===== config.mk =====
export PLATFORM = sky130hd
export DESIGN_NAME = pll_bringup_seq_flat
export DESIGN_NICKNAME = d
export VERILOG_FILES = /design/src/rtl/pll_bringup_seq_if.sv /design/src/rtl/pll_bringup_seq.sv /design/src/flat_wrapper.sv
export SDC_FILE = /design/constraint.sdc
export NUM_CORES = 1
export LEC_CHECK = 0
export BUFFER_PORTS_ARGS = -buffer_cell sky130_fd_sc_hd__buf_2
export CAP_MARGIN = 30
export CORE_MARGIN = 4
export CORE_UTILIZATION = 46
export DETAILED_ROUTE_END_ITERATION = 10
export PLACE_DENSITY = 0.73
export RECOVER_POWER = 100
export SETUP_SLACK_MARGIN = 0.2
export SLEW_MARGIN = 0
export SYNTH_ARGS = -nofsm -noshare
export SYNTH_HDL_FRONTEND = slang
export SYNTH_SLANG_ARGS = --single-unit

===== constraint.sdc =====
create_clock -name xo_clk -period 2.5 [get_ports xo_clk]
set_input_delay 0.25 -clock xo_clk [delete_from_list [all_inputs] [get_ports xo_clk]]
set_output_delay 0.25 -clock xo_clk [all_outputs]
set_load 0.05 [all_outputs]

===== src/rtl/pll_bringup_seq_if.sv =====
// Interface bundle for pll_bringup_seq.
// It carries the register front-end handshake (start/stop, configuration, status)
// and the PLL control and status pins.
// The slave modport is the sequencer side. The master modport is the front-end/PLL side.
interface pll_bringup_seq_if;
   logic       i_start;
   logic       i_stop;
   logic [7:0] i_mul;
   logic [7:0] i_div;
   logic       i_bypass;
   logic       pll_locked;
   logic       pll_error;
   logic       pll_enable;
   logic       pll_reset;
   logic       pll_bypass;
   logic [7:0] pll_mul;
   logic [7:0] pll_div;
   logic       soc_clk_select;
   logic       o_busy;
   logic       o_running;
   logic       o_fail;
   logic       o_cfg_err;
   logic [3:0] o_retry_cnt;

   modport slave (
      input  i_start, i_stop, i_mul, i_div, i_bypass, pll_locked, pll_error,
      output pll_enable, pll_reset, pll_bypass, pll_mul, pll_div, soc_clk_select,
             o_busy, o_running, o_fail, o_cfg_err, o_retry_cnt
   );

   modport master (
      output i_start, i_stop, i_mul, i_div, i_bypass, pll_locked, pll_error,
      input  pll_enable, pll_reset, pll_bypass, pll_mul, pll_div, soc_clk_select,
             o_busy, o_running, o_fail, o_cfg_err, o_retry_cnt
   );
endinterface


===== src/rtl/pll_bringup_seq.sv =====
// PLL bring-up sequencer on the crystal clock.
// It resets and enables the PLL, qualifies lock with timeouts and retries,
// and then hands the SoC over to pll_clk. It falls back to xo_clk on lock loss or stop.
// Every output is taken straight from a flop.
module pll_bringup_seq #(
   parameter int RST_CYCLES    = 16,
   parameter int LOCK_TIMEOUT  = 1024,
   parameter int STABLE_CYCLES = 64,
   parameter int MAX_RETRIES   = 3,
   parameter int DESEL_CYCLES  = 8
) (
   input  logic              xo_clk,
   input  logic              reset_n,
   pll_bringup_seq_if.slave  bus
);

   localparam logic [2:0] S_IDLE   = 3'd0;
   localparam logic [2:0] S_RST    = 3'd1;
   localparam logic [2:0] S_WAIT   = 3'd2;
   localparam logic [2:0] S_STABLE = 3'd3;
   localparam logic [2:0] S_RETRY  = 3'd4;
   localparam logic [2:0] S_RUN    = 3'd5;
   localparam logic [2:0] S_DESEL  = 3'd6;
   localparam logic [2:0] S_FAIL   = 3'd7;

   localparam logic [15:0] RST_LIM    = 16'(RST_CYCLES);
   localparam logic [15:0] LOCK_LIM   = 16'(LOCK_TIMEOUT);
   localparam logic [15:0] STABLE_LIM = 16'(STABLE_CYCLES);
   localparam logic [15:0] DESEL_LIM  = 16'(DESEL_CYCLES);
   localparam logic [3:0]  RETRY_LIM  = 4'(MAX_RETRIES);

   logic [2:0]  state_q, state_d;
   logic [15:0] cnt_q, cnt_d, cnt_inc;
   logic [1:0]  lk_sync_q, lk_sync_d, er_sync_q, er_sync_d;
   logic [7:0]  mul_q, mul_d, div_q, div_d;
   logic        byp_q, byp_d;
   logic [3:0]  retry_q, retry_d;
   logic        cfg_err_q, cfg_err_d;
   logic        en_q, en_d, rst_q, rst_d, sel_q, sel_d;
   logic        busy_q, busy_d, running_q, running_d, fail_q, fail_d;
   logic        lk_s, er_s;

   assign lk_s = lk_sync_q[1];
   assign er_s = er_sync_q[1];

   // Next-state, counter, latch and synchronizer logic.
   always_comb begin
      state_d   = state_q;
      cnt_inc   = (cnt_q == 16'hFFFF) ? cnt_q : cnt_q + 16'd1;
      cnt_d     = cnt_inc;
      lk_sync_d = {lk_sync_q[0], bus.pll_locked};
      er_sync_d = {er_sync_q[0], bus.pll_error};
      mul_d     = mul_q;
      div_d     = div_q;
      byp_d     = byp_q;
      retry_d   = retry_q;
      cfg_err_d = 1'b0;
      case (state_q)
         S_IDLE: begin
            if (bus.i_start && !bus.i_stop) begin
               if (bus.i_mul == 8'd0 || bus.i_div == 8'd0) begin
                  cfg_err_d = 1'b1;
               end else begin
                  mul_d   = bus.i_mul;
                  div_d   = bus.i_div;
                  byp_d   = bus.i_bypass;
                  retry_d = 4'd0;
                  state_d = S_RST;
               end
            end
         end
         S_RST: begin
            if (bus.i_stop)              state_d = S_IDLE;
            else if (cnt_inc >= RST_LIM) state_d = byp_q ? S_RUN : S_WAIT;
         end
         S_WAIT: begin
            if (bus.i_stop)                        state_d = S_IDLE;
            else if (lk_s)                         state_d = S_STABLE;
            else if (er_s || cnt_inc >= LOCK_LIM)  state_d = S_RETRY;
         end
         S_STABLE: begin
            if (bus.i_stop)                  state_d = S_IDLE;
            else if (!lk_s || er_s)          state_d = S_RETRY;
            else if (cnt_inc >= STABLE_LIM)  state_d = S_RUN;
         end
         S_RETRY: begin
            if (bus.i_stop) begin
               state_d = S_IDLE;
            end else if (retry_q < RETRY_LIM) begin
               retry_d = retry_q + 4'd1;
               state_d = S_RST;
            end else begin
               state_d = S_FAIL;
            end
         end
         S_RUN: begin
            if (bus.i_stop)                         state_d = S_DESEL;
            else if (!byp_q && (!lk_s || er_s))     state_d = S_RETRY;
         end
         S_DESEL: begin
            if (cnt_inc >= DESEL_LIM) state_d = S_IDLE;
         end
         S_FAIL: begin
            if (bus.i_stop) state_d = S_IDLE;
         end
         default: state_d = S_IDLE;
      endcase
      if (state_d == S_RUN && state_q != S_RUN) retry_d = 4'd0;
      if (state_d != state_q) cnt_d = 16'd0;
   end

   // Output values for the state being entered, so each output is a plain flop.
   // RETRY keeps pll_reset low for one more cycle.
   // This keeps pll_clk running while the glitch-free mux finishes switching away.
   always_comb begin
      en_d      = !(state_d == S_IDLE || state_d == S_FAIL);
      rst_d     = (state_d == S_IDLE || state_d == S_RST || state_d == S_FAIL);
      sel_d     = (state_d == S_RUN);
      busy_d    = !(state_d == S_IDLE || state_d == S_RUN || state_d == S_FAIL);
      running_d = (state_d == S_RUN);
      fail_d    = (state_d == S_FAIL);
   end

   // State, counters, latches and registered outputs.
   // An asynchronous reset forces the safe xo_clk configuration.
   always_ff @(posedge xo_clk or negedge reset_n) begin
      if (!reset_n) begin
         state_q   <= S_IDLE;
         cnt_q     <= 16'd0;
         lk_sync_q <= 2'b00;
         er_sync_q <= 2'b00;
         mul_q     <= 8'd1;
         div_q     <= 8'd1;
         byp_q     <= 1'b0;
         retry_q   <= 4'd0;
         cfg_err_q <= 1'b0;
         en_q      <= 1'b0;
         rst_q     <= 1'b1;
         sel_q     <= 1'b0;
         busy_q    <= 1'b0;
         running_q <= 1'b0;
         fail_q    <= 1'b0;
      end else begin
         state_q   <= state_d;
         cnt_q     <= cnt_d;
         lk_sync_q <= lk_sync_d;
         er_sync_q <= er_sync_d;
         mul_q     <= mul_d;
         div_q     <= div_d;
         byp_q     <= byp_d;
         retry_q   <= retry_d;
         cfg_err_q <= cfg_err_d;
         en_q      <= en_d;
         rst_q     <= rst_d;
         sel_q     <= sel_d;
         busy_q    <= busy_d;
         running_q <= running_d;
         fail_q    <= fail_d;
      end
   end

   assign bus.pll_enable     = en_q;
   assign bus.pll_reset      = rst_q;
   assign bus.pll_bypass     = byp_q;
   assign bus.pll_mul        = mul_q;
   assign bus.pll_div        = div_q;
   assign bus.soc_clk_select = sel_q;
   assign bus.o_busy         = busy_q;
   assign bus.o_running      = running_q;
   assign bus.o_fail         = fail_q;
   assign bus.o_cfg_err      = cfg_err_q;
   assign bus.o_retry_cnt    = retry_q;

endmodule


===== src/flat_wrapper.sv =====
// flat-port wrapper written by rule: the top's interface ports become plain ports
module pll_bringup_seq_flat 
#(
   parameter int RST_CYCLES    = 16,
   parameter int LOCK_TIMEOUT  = 1024,
   parameter int STABLE_CYCLES = 64,
   parameter int MAX_RETRIES   = 3,
   parameter int DESEL_CYCLES  = 8
)
  (xo_clk, reset_n, bus_i_start, bus_i_stop, bus_i_mul, bus_i_div, bus_i_bypass, bus_pll_locked, bus_pll_error, bus_pll_enable, bus_pll_reset, bus_pll_bypass, bus_pll_mul, bus_pll_div, bus_soc_clk_select, bus_o_busy, bus_o_running, bus_o_fail, bus_o_cfg_err, bus_o_retry_cnt);
  pll_bringup_seq_if bus_i ();
  input  logic xo_clk;
  input  logic reset_n;
  input wire logic [$bits(bus_i.i_start)-1:0] bus_i_start;
  input wire logic [$bits(bus_i.i_stop)-1:0] bus_i_stop;
  input wire logic [$bits(bus_i.i_mul)-1:0] bus_i_mul;
  input wire logic [$bits(bus_i.i_div)-1:0] bus_i_div;
  input wire logic [$bits(bus_i.i_bypass)-1:0] bus_i_bypass;
  input wire logic [$bits(bus_i.pll_locked)-1:0] bus_pll_locked;
  input wire logic [$bits(bus_i.pll_error)-1:0] bus_pll_error;
  output wire logic [$bits(bus_i.pll_enable)-1:0] bus_pll_enable;
  output wire logic [$bits(bus_i.pll_reset)-1:0] bus_pll_reset;
  output wire logic [$bits(bus_i.pll_bypass)-1:0] bus_pll_bypass;
  output wire logic [$bits(bus_i.pll_mul)-1:0] bus_pll_mul;
  output wire logic [$bits(bus_i.pll_div)-1:0] bus_pll_div;
  output wire logic [$bits(bus_i.soc_clk_select)-1:0] bus_soc_clk_select;
  output wire logic [$bits(bus_i.o_busy)-1:0] bus_o_busy;
  output wire logic [$bits(bus_i.o_running)-1:0] bus_o_running;
  output wire logic [$bits(bus_i.o_fail)-1:0] bus_o_fail;
  output wire logic [$bits(bus_i.o_cfg_err)-1:0] bus_o_cfg_err;
  output wire logic [$bits(bus_i.o_retry_cnt)-1:0] bus_o_retry_cnt;
  assign bus_i.i_start = bus_i_start;
  assign bus_i.i_stop = bus_i_stop;
  assign bus_i.i_mul = bus_i_mul;
  assign bus_i.i_div = bus_i_div;
  assign bus_i.i_bypass = bus_i_bypass;
  assign bus_i.pll_locked = bus_pll_locked;
  assign bus_i.pll_error = bus_pll_error;
  assign bus_pll_enable = bus_i.pll_enable;
  assign bus_pll_reset = bus_i.pll_reset;
  assign bus_pll_bypass = bus_i.pll_bypass;
  assign bus_pll_mul = bus_i.pll_mul;
  assign bus_pll_div = bus_i.pll_div;
  assign bus_soc_clk_select = bus_i.soc_clk_select;
  assign bus_o_busy = bus_i.o_busy;
  assign bus_o_running = bus_i.o_running;
  assign bus_o_fail = bus_i.o_fail;
  assign bus_o_cfg_err = bus_i.o_cfg_err;
  assign bus_o_retry_cnt = bus_i.o_retry_cnt;
  pll_bringup_seq #(.RST_CYCLES(RST_CYCLES), .LOCK_TIMEOUT(LOCK_TIMEOUT), .STABLE_CYCLES(STABLE_CYCLES), .MAX_RETRIES(MAX_RETRIES), .DESEL_CYCLES(DESEL_CYCLES)) u_core (.xo_clk(xo_clk), .reset_n(reset_n), .bus(bus_i));
endmodule

==> tab_implementation.tex, run 1 <==
\begin{tabular}{lr}
\hline
Metric & Value \\
\hline
\multicolumn{2}{l}{\textbf{Floorplan}} \\
Initial standard-cell utilization of the core & 47.2\% \\
Die boundary width & around 86 µm \\
I/O Pins & between 50 and 60 \\
Number of placement rows & 28 \\
Die outline area & $\sim$7300 µm² \\
Core area & between 5000 and 6000 µm² \\
Height of the die & between 80 and 90 µm \\
\multicolumn{2}{l}{\textbf{Drt}} \\
DRT iter0 DRCs & 133 \\
Vias per std cell & 5.65 \\
Post-DR wirelength/cell & between 15 and 20 µm \\
Total DRC errors in the routed layout & 0 \\
Detail Route Antenna Nets & 0 \\
Total detailed-routing wirelength & approximately 7000 µm \\
Via Count & about 2500 \\
Detailed-routing iteration count for the pre-antenna-repair pass & 4 \\
\multicolumn{2}{l}{\textbf{Logic synthesis}} \\
Async S/R FF share, synth & 100\% \\
Gate count of the mapped netlist & about 260 \\
Predominant post-synthesis flop cell & sky130\_fd\_sc\_hd\_\_dfrtp\_1 \\
Nets in the synthesized netlist & 280 \\
Distinct cell type count after synthesis & 61 \\
Fraction of synthesized cell area taken by the top area cell type & a little over two fifths \\
Leading post-synthesis cells by cell area & sky130\_fd\_sc\_hd\_\_dfrtp\_1 (42\%), sky130\_fd\_sc\_hd\_\_mux2\_2 (6.9\%), sky130\_fd\_sc\_hd\_\_nor3\_2 (3.6\%), sky130\_fd\_sc\_hd\_\_dfstp\_2 (2.8\%), sky130\_fd\_sc\_hd\_\_and4\_1 (2.2\%) \\
Library cell occupying the most area in the post-synthesis netlist & sky130\_fd\_sc\_hd\_\_dfrtp\_1 \\
Share of the yosys chip area belonging to registers & around 45\% \\
Post-synthesis cell area & about 2800 µm² \\
Number of enable flip-flop cells after synthesis & 0 \\
FF+latch count, synth & 50 \\
Avg Inst Size Synth & 10.9 µm² \\
Number of warnings reported in the yosys synthesis log & 0 \\
\multicolumn{2}{l}{\textbf{Worst setup path}} \\
Class of the most critical setup path & reg2reg \\
CP endpoint kind & flip-flop \\
Largest driver fanout on the critical path & 5 \\
Startpoint type of the worst setup path & flip-flop \\
Data arrival at the endpoint of the critical path & between 3 and 4 ns \\
Required time of the critical path & 2.67 ns \\
\multicolumn{2}{l}{\textbf{GRT}} \\
Tot GR Track Use & around 20\% \\
Number of antenna violations at the first check in global routing & 0 \\
Wire length of the first global-routing pass & 11500 µm \\
Via count of the first global-routing pass & around 2500 \\
Leftover overflow at the end of global routing & 0 \\
Maximum number of pins on one net before global-route repair & 43 \\
\multicolumn{2}{l}{\textbf{STA}} \\
Worst-Margin Slew & roughly 1.0 ns \\
Shortest clock period the worst path allows after layout & 2.84 ns \\
RSZ-0062 raised after global routing & true \\
Max Clock Freq & around 350 MHz \\
Remaining max-slew budget at the tightest pin & a little under a third \\
Number of max-slew violations in the final report & 0 \\
Setup slack of the critical path after layout & -0.343 ns \\
Final setup violation count & 26 \\
Worst hold slack & around 0.042 ns \\
Final count of hold timing violations & 0 \\
Layout Skew & $\sim$0.0064 ns \\
Period Utilization, post-route & 114\% \\
Aggregate negative setup slack & -6.95 ns \\
\multicolumn{2}{l}{\textbf{Layout}} \\
Register area & 1260 µm² \\
Layout Nets & between 300 and 400 \\
Footprint of the multi-input gates & approximately 1600 µm² \\
Filler Cells Inserted & $\sim$480 \\
Proportion of layout cells with a drive suffix above 1 & 41.7\% \\
Layout Cells excl Fill & approximately 440 \\
Growth of design area from synthesis to finish & 37.6\% \\
Number of antenna repair diodes & 0 \\
\multicolumn{2}{l}{\textbf{Placement}} \\
Cell Count Post-Placement & about 410 \\
Final HPWL DP & 4790 µm \\
Final weighted congestion in routability-driven placement & between 0.8 and 0.9 \\
Worst slack at placement & -0.224 ns \\
Count of input and output buffers & 50 \\
\multicolumn{2}{l}{\textbf{Clock network}} \\
Maximum count of clock buffers along a single path & 2 \\
TritonCTS clock tree & done \\
Max H-tree Level & 2 \\
Clock latency reported for the late side of the worst-skew pair & 0.31 ns \\
Clk sinks & 50 \\
Clk Tree Root Cell & sky130\_fd\_sc\_hd\_\_clkbuf\_8 \\
Number of CTS-inserted buffers & 5 \\
Clock Pin Slew Worst Setup and Hold Paths & $\sim$0.090 ns \\
\multicolumn{2}{l}{\textbf{Pwr}} \\
P\_leak & roughly 1.6 nW \\
VDD IR max & about 0.00072 V \\
Total Power & 3.06 mW \\
Ratio of total power to cell area & roughly 800 nW/µm² \\
\multicolumn{2}{l}{\textbf{Job}} \\
Number of maximum-capacitance constraint violations & 0 \\
\multicolumn{2}{l}{\textbf{Outcome}} \\
Violations in the final reports & negative setup slack \\
Result of the run & complete, but fails checks \\
\multicolumn{2}{l}{\textbf{Min path}} \\
Worst min-delay path class & in2reg \\
\hline
\end{tabular}
## worst paths after layout
check | from | endpoint | slack (ns) | cells past startpoint
min in group asynchronous | reset_n | u_core.cnt_q[11] | 0.72 | 3
setup / recovery | u_core.cnt_q[0] | u_core.bus.o_retry_cnt[1] | -0.34 | 11
setup reg to reg | u_core.cnt_q[0] | u_core.bus.o_retry_cnt[1] | -0.34 | 11
hold / removal | bus_pll_error | u_core.er_sync_q[0] | 0.04 | 1
hold reg to reg | u_core.lk_sync_q[0] | u_core.lk_sync_q[1] | 0.35 | 0
max in group asynchronous | reset_n | u_core.bus.pll_reset | 0.95 | 4
## power by group
group	total, mW	switching, mW	internal [mW]
Clock	0.574	0.276	0.298
Sequential	1.12	0.124	0.997
Combinational	1.37	0.934	0.431
Total	3.06	1.33	1.73
## Yosys cell counts (3+ instances only)
master	instances
sky130_fd_sc_hd__nand3_1	7
sky130_fd_sc_hd__xor2_1	5
sky130_fd_sc_hd__o21ai_0	3
sky130_fd_sc_hd__o22ai_1	3
sky130_fd_sc_hd__nor4_1	6
sky130_fd_sc_hd__nor2_1	10
sky130_fd_sc_hd__buf_2	5
sky130_fd_sc_hd__and3_1	6
sky130_fd_sc_hd__clkbuf_1	6
sky130_fd_sc_hd__a21oi_1	6
sky130_fd_sc_hd__dfstp_2	3
sky130_fd_sc_hd__inv_1	6
sky130_fd_sc_hd__dfrtp_1	47
sky130_fd_sc_hd__a211oi_1	6
sky130_fd_sc_hd__a31oi_1	4
sky130_fd_sc_hd__nand2b_1	5
sky130_fd_sc_hd__or4_1	3
sky130_fd_sc_hd__nor3_2	10
sky130_fd_sc_hd__nand2_1	14
sky130_fd_sc_hd__and4_1	7
sky130_fd_sc_hd__nand4_1	9
sky130_fd_sc_hd__xnor2_1	7
sky130_fd_sc_hd__nor3b_1	4
sky130_fd_sc_hd__mux2_2	17
sky130_fd_sc_hd__nor3_1	11
## layout make-up
type                       instances  area share (%)
clock buffer                       5            1.80
clock inverter                     3            1.18
inverter                           6           0.590
multi-input combinational        183            41.6
sequential                        50            33.0
tap                               75            2.46
timing repair buffer             115            19.5
## metrics by stage
step	cell area [µm²]	util, %
2_1_floorplan	2810	-
3_5_place_dp	3430	58.3
5_1_grt	3820	64.9
6_report	3820	64.9
4_1_cts	3680	62.5
3_3_place_gp	3430	58.3
## kinds of logic after synthesis
kind of cell,Yosys count,share of synthesized area (%)
mux,21,8.52
fa+ha+maj,2,0.902
buf+inv,22,4.01
flops,50,45.2
compound gates,42,13.3
xor+xnor,12,3.79
simple gates,106,24.3
## worst max-delay path, cell delays in order (launching register included)
cell and delay [ns]:
sky130_fd_sc_hd__dfrtp_1 0.42, sky130_fd_sc_hd__ha_4 0.18, sky130_fd_sc_hd__nand4_1 0.21, sky130_fd_sc_hd__a211oi_1 0.34, sky130_fd_sc_hd__buf_4 0.20, sky130_fd_sc_hd__o32ai_4 0.08
sky130_fd_sc_hd__and4_1 0.21, sky130_fd_sc_hd__nand2b_1 0.14, sky130_fd_sc_hd__a311o_2 0.37, sky130_fd_sc_hd__buf_4 0.16, sky130_fd_sc_hd__a2111oi_4 0.27, sky130_fd_sc_hd__o22ai_1 0.14
## what timing repair did
item | CTS | global route
pin swaps | 9 | 11
hold buffers | 0 | 1
setup endpoints to repair | 27 | 27
gates resized for setup | 9 | 19
setup buffers | 12 | 5
endpoints found under the hold margin | 0 | 38
cloned | 0 | 1
## routing by layer
| metal | vias to the layer above | GRT usage [%] | part of all wire, % |
|---|---|---|---|
| li1 | 1169 | - | - |
| met1 | 1216 | 25.0 | 42 |
| met2 | 76 | 33.3 | 51 |
| met3 | 10 | 4.42 | 5.1 |
| met4 | 0 | 5.18 | 1.4 |
| met5 | - | 0 | 0 |
## placed cells by master, fill, tap and decap left out, drive strengths merged, types with 4 or more instances in the layout
cell / count
xnor2: 7
nand2: 14
clkbuf: 40
o21ai: 4
nand2b: 5
nor3b: 4
xor2: 5
nor4: 6
dfrtp: 47
a21oi: 6
nor2: 10
nand3: 7
and3: 6
nor3: 21
a211oi: 6
buf: 79
nand4: 11
a31oi: 4
mux2: 18
inv: 6
and4: 7
## registers in the layout, summed over array words and instances (netlist names), 2 cells and up
signal                  flops
u_core.state_q              3
u_core.er_sync_q            2
u_core.cnt_q               16
u_core.bus.pll_mul          8
u_core.bus.o_retry_cnt      4
u_core.bus.pll_div          8
u_core.lk_sync_q            2
No activity file was read; power rests on OpenSTA's default activity.
==> run 2, diff against run 1 <==
--- a/config.mk
+++ b/config.mk
@@ -5,6 +5,7 @@
 export SDC_FILE = /design/constraint.sdc
 export NUM_CORES = 1
 export LEC_CHECK = 0
+export ABC_AREA = 1
 export BUFFER_PORTS_ARGS = -buffer_cell sky130_fd_sc_hd__buf_2
 export CAP_MARGIN = 30
 export CORE_MARGIN = 4
==> tab_implementation.tex, run 2 <==
\begin{tabular}{lr}
\hline
Metric & Value \\
\hline
\multicolumn{2}{l}{\textbf{Outcome}} \\
Result of the run & complete, but fails checks (unchanged) \\
Violations in the final reports & negative setup slack (unchanged) \\
\multicolumn{2}{l}{\textbf{Drt}} \\
Vias per std cell & 5.25 (was 5.65) \\
Via Count & 2599 (was 2471) \\
Total detailed-routing wirelength & 7120 µm (was 7160 µm) \\
Total DRC errors in the routed layout & 0 (unchanged) \\
DRT iter0 DRCs & 144 (was 133) \\
Detail Route Antenna Nets & 0 (unchanged) \\
Detailed-routing iteration count for the pre-antenna-repair pass & 4 (unchanged) \\
Post-DR wirelength/cell & 14.4 µm (was 16.4 µm) \\
\multicolumn{2}{l}{\textbf{Logic synthesis}} \\
Multiplexer area fraction after synthesis & 6.63\% (was 8.52\%) \\
Async S/R FF share, synth & 100\% (unchanged) \\
Predominant post-synthesis flop cell & sky130\_fd\_sc\_hd\_\_dfrtp\_1 (unchanged) \\
Post-synthesis cell area & 2700 µm² (was 2780 µm²) \\
Fraction of synthesized cell area taken by the top area cell type & 43.6\% (was 42.4\%) \\
Number of enable flip-flop cells after synthesis & 0 (unchanged) \\
Library cell occupying the most area in the post-synthesis netlist & sky130\_fd\_sc\_hd\_\_dfrtp\_1 (unchanged) \\
Cell with the most instances after synthesis & sky130\_fd\_sc\_hd\_\_nand2\_1 (was sky130\_fd\_sc\_hd\_\_dfrtp\_1) \\
FF+latch count, synth & 50 (unchanged) \\
Main combinational cell family by area after synthesis & simple AND/OR/NAND/NOR gates (unchanged) \\
Fraction of the mapped netlist area in adder cells & 0.928\% (was 0.902\%) \\
Gate count of the mapped netlist & 317 (was 255) \\
Complex-gate fraction of the synthesized area & 3.25\% (was 13.3\%) \\
Nets in the synthesized netlist & 342 (was 280) \\
Leading post-synthesis cells by cell area & sky130\_fd\_sc\_hd\_\_dfrtp\_1 (44\%), sky130\_fd\_sc\_hd\_\_nand2\_1 (8.1\%), sky130\_fd\_sc\_hd\_\_mux2\_2 (6.3\%), sky130\_fd\_sc\_hd\_\_nor2\_1 (5.7\%), sky130\_fd\_sc\_hd\_\_inv\_1 (5.4\%) (was sky130\_fd\_sc\_hd\_\_dfrtp\_1 (42\%), sky130\_fd\_sc\_hd\_\_mux2\_2 (6.9\%), sky130\_fd\_sc\_hd\_\_nor3\_2 (3.6\%), sky130\_fd\_sc\_hd\_\_dfstp\_2 (2.8\%), sky130\_fd\_sc\_hd\_\_and4\_1 (2.2\%)) \\
Avg Inst Size Synth & 8.51 µm² (was 10.9 µm²) \\
Post-synthesis xor/xnor area fraction & 2.83\% (was 3.79\%) \\
Synth cell count leaders & sky130\_fd\_sc\_hd\_\_nand2\_1 (58), sky130\_fd\_sc\_hd\_\_dfrtp\_1 (47), sky130\_fd\_sc\_hd\_\_nor2\_1 (41) (was sky130\_fd\_sc\_hd\_\_dfrtp\_1 (47), sky130\_fd\_sc\_hd\_\_mux2\_2 (17), sky130\_fd\_sc\_hd\_\_nand2\_1 (14)) \\
Share of the yosys chip area belonging to registers & 46.5\% (was 45.2\%) \\
Number of warnings reported in the yosys synthesis log & 0 (unchanged) \\
Distinct cell type count after synthesis & 36 (was 61) \\
Synthesized-area fraction occupied by and/or/nand/nor cells & 32.7\% (was 24.3\%) \\
\multicolumn{2}{l}{\textbf{Floorplan}} \\
Height of the die & 84.6 µm (was 85.7 µm) \\
Die outline area & 7150 µm² (was 7340 µm²) \\
Initial standard-cell utilization of the core & 48.1\% (was 47.2\%) \\
I/O Pins & 51 (unchanged) \\
Core area & 5610 µm² (was 5890 µm²) \\
Number of placement rows & 27 (was 28) \\
Die boundary width & 84.6 µm (was 85.7 µm) \\
\multicolumn{2}{l}{\textbf{Worst setup path}} \\
Data arrival at the endpoint of the critical path & 3.06 ns (was 3.02 ns) \\
Largest driver fanout on the critical path & 8 (was 5) \\
Class of the most critical setup path & reg2reg (unchanged) \\
Startpoint type of the worst setup path & flip-flop (unchanged) \\
Required time of the critical path & 2.73 ns (was 2.67 ns) \\
CP endpoint kind & flip-flop (unchanged) \\
\multicolumn{2}{l}{\textbf{Layout}} \\
Register area & 1260 µm² (about the same) \\
Design area & 3670 µm² (was 3820 µm²) \\
Proportion of layout cells with a drive suffix above 1 & 38.5\% (was 41.7\%) \\
Filler Cells Inserted & 456 (was 479) \\
Leading cell type in the layout, fill and taps excluded & sky130\_fd\_sc\_hd\_\_nand2\_1 (was sky130\_fd\_sc\_hd\_\_buf\_4) \\
Number of antenna repair diodes & 0 (unchanged) \\
Layout Nets & 448 (was 386) \\
Flip-flop count of the largest register after layout & 16 (unchanged) \\
Footprint of the multi-input gates & 1410 µm² (was 1590 µm²) \\
Largest Register & u\_core.cnt\_q (unchanged) \\
Layout Cells excl Fill & 495 (was 437) \\
Growth of design area from synthesis to finish & 36.1\% (was 37.6\%) \\
Final cell utilization of the core & 65.5\% (was 64.9\%) \\
Most frequent cells in the layout & sky130\_fd\_sc\_hd\_\_nand2\_1 (47), sky130\_fd\_sc\_hd\_\_dfrtp\_1 (46), sky130\_fd\_sc\_hd\_\_buf\_4 (44) (was sky130\_fd\_sc\_hd\_\_buf\_4 (51), sky130\_fd\_sc\_hd\_\_dfrtp\_1 (44), sky130\_fd\_sc\_hd\_\_clkbuf\_1 (32)) \\
\multicolumn{2}{l}{\textbf{GRT}} \\
Leftover overflow at the end of global routing & 0 (unchanged) \\
Tot GR Track Use & 19.5\% (about the same) \\
Wire length of the first global-routing pass & 11500 µm (about the same) \\
Number of antenna violations at the first check in global routing & 0 (unchanged) \\
Maximum number of pins on one net before global-route repair & 33 (was 43) \\
Via count of the first global-routing pass & 2582 (was 2471) \\
\multicolumn{2}{l}{\textbf{Placement}} \\
Count of input and output buffers & 50 (unchanged) \\
Final weighted congestion in routability-driven placement & 0.907 (was 0.878) \\
Cell Count Post-Placement & 469 (was 409) \\
Placed instance area & 3300 µm² (was 3430 µm²) \\
Worst slack at placement & -0.224 ns (about the same) \\
Final HPWL DP & 4750 µm (was 4790 µm) \\
\multicolumn{2}{l}{\textbf{Clock network}} \\
Clk sinks & 50 (unchanged) \\
Clock latency reported for the late side of the worst-skew pair & 0.30 ns (was 0.31 ns) \\
TritonCTS clock tree & done (unchanged) \\
Clock Pin Slew Worst Setup and Hold Paths & 0.08 ns (was 0.09 ns) \\
Clk Tree Root Cell & sky130\_fd\_sc\_hd\_\_clkbuf\_8 (unchanged) \\
Maximum count of clock buffers along a single path & 2 (unchanged) \\
Number of CTS-inserted buffers & 5 (unchanged) \\
Max H-tree Level & 2 (unchanged) \\
\multicolumn{2}{l}{\textbf{STA}} \\
Period Utilization, post-route & 113\% (was 114\%) \\
Layout Skew & 0.00225 ns (was 0.00640 ns) \\
RSZ-0062 raised after global routing & true (unchanged) \\
Worst-Margin Slew & 1.05 ns (was 1.03 ns) \\
Final setup violation count & 25 (was 26) \\
Max Clock Freq & 353 MHz (was 352 MHz) \\
Final count of hold timing violations & 0 (unchanged) \\
Remaining max-slew budget at the tightest pin & 30.1\% (was 31.5\%) \\
Shortest clock period the worst path allows after layout & 2.83 ns (was 2.84 ns) \\
Setup slack of the critical path after layout & -0.331 ns (was -0.343 ns) \\
Number of max-slew violations in the final report & 0 (unchanged) \\
\multicolumn{2}{l}{\textbf{Job}} \\
Number of maximum-capacitance constraint violations & 0 (unchanged) \\
\multicolumn{2}{l}{\textbf{Min path}} \\
Worst min-delay path class & in2reg (unchanged) \\
\multicolumn{2}{l}{\textbf{Pwr}} \\
P\_leak & 1.78 nW (was 1.65 nW) \\
VDD IR max & 0.000875 V (was 0.000723 V) \\
Ratio of total power to cell area & 863 nW/µm² (was 801 nW/µm²) \\
\hline
\end{tabular}
-- run 2: final timing paths --
check / startpoint / end / slack, ns / depth (start not counted)
max: u_core.cnt_q[0] / u_core.cnt_q[4] / -0.33 / 17
min: bus_pll_error / u_core.er_sync_q[0] / 0.05 / 1
max reg2reg: u_core.cnt_q[0] / u_core.cnt_q[4] / -0.33 / 17
min reg2reg: u_core.er_sync_q[0] / u_core.er_sync_q[1] / 0.36 / 0
max in group asynchronous: reset_n / u_core.cnt_q[2] / 0.47 / 3
min in group asynchronous: reset_n / u_core.cnt_q[6] / 0.66 / 2
-- run 2: power breakdown --
group | switching, mW | internal, mW | total (mW) | leakage (nW)
logic | 1.08 | 0.389 | 1.47 | 1.09
registers | 0.118 | 1.01 | 1.13 | 0.637
clock network | 0.252 | 0.320 | 0.572 | 0.0573
total | 1.45 | 1.72 | 3.17 | 1.78
-- run 2: worst max-delay path, cell delays in order (launching register included) --
cell                      delay [ns]
sky130_fd_sc_hd__dfrtp_1        0.36
sky130_fd_sc_hd__ha_2           0.18
sky130_fd_sc_hd__nand2_2        0.06
sky130_fd_sc_hd__nor2_4         0.17
sky130_fd_sc_hd__buf_6          0.12
sky130_fd_sc_hd__nand4_1        0.08
sky130_fd_sc_hd__nand2_1        0.10
sky130_fd_sc_hd__nand4_1        0.18
sky130_fd_sc_hd__nor2_4         0.23
sky130_fd_sc_hd__nand3_2        0.12
sky130_fd_sc_hd__nand2_2        0.11
sky130_fd_sc_hd__nand2_2        0.07
sky130_fd_sc_hd__nand2_2        0.07
sky130_fd_sc_hd__nand2_2        0.06
sky130_fd_sc_hd__a21oi_4        0.24
sky130_fd_sc_hd__xor2_4         0.25
sky130_fd_sc_hd__nand3_4        0.20
sky130_fd_sc_hd__nor2_2         0.16
-- run 2: kinds of logic (layout without fill, tap and decap cells) --
logic type | count (synthesis) | in the layout
XOR/XNOR | 7 | 7
AND/OR/NAND/NOR | 182 | 183
multiplexers | 16 | 16
flip-flops | 50 | 50
buffers and inverters | 48 | 153
adder cells (fa/ha/maj) | 2 | 2
AO/OA/AOI/OAI | 12 | 12
-- run 2: metal layers --
layer,part of all wire [%],vias to the layer above,global-route usage (%)
met1,40,1225,24.5
met5,0,-,0
met4,3.6,0,5.90
li1,-,1241,-
met3,6.5,28,3.43
met2,50,105,34.2
-- run 2: cell type report --
type,instances,share of cell area [%]
flip-flops and latches,50,34.2
repair buffers,104,17.5
multi-input cells,220,38.4
clock inverters,1,0.818
clock buffers,6,2.25
inverters,42,4.36
well taps,72,2.45
-- run 2: stage by stage --
step | hold WS [ns] | setup TNS [ns] | total power [mW]
finish | 0.0462 | -6.61 | 3.17
detailed placement | 0.209 | -3.83 | 2.48
global route | 0.0390 | -10.76 | 3.32
global placement | 0.214 | -2.63 | 2.45
CTS | 0.0451 | -2.35 | 3.13
floorplan | -0.0456 | 0 | 2.18
-- run 2: timing repair --
item                       CTS  global route
cloned                       1             0
gates resized for setup     18            25
pin swaps                   23            24
setup endpoints to repair   26            27
setup buffers                8             9
hold endpoints to repair    17             0
hold buffers                 1             0
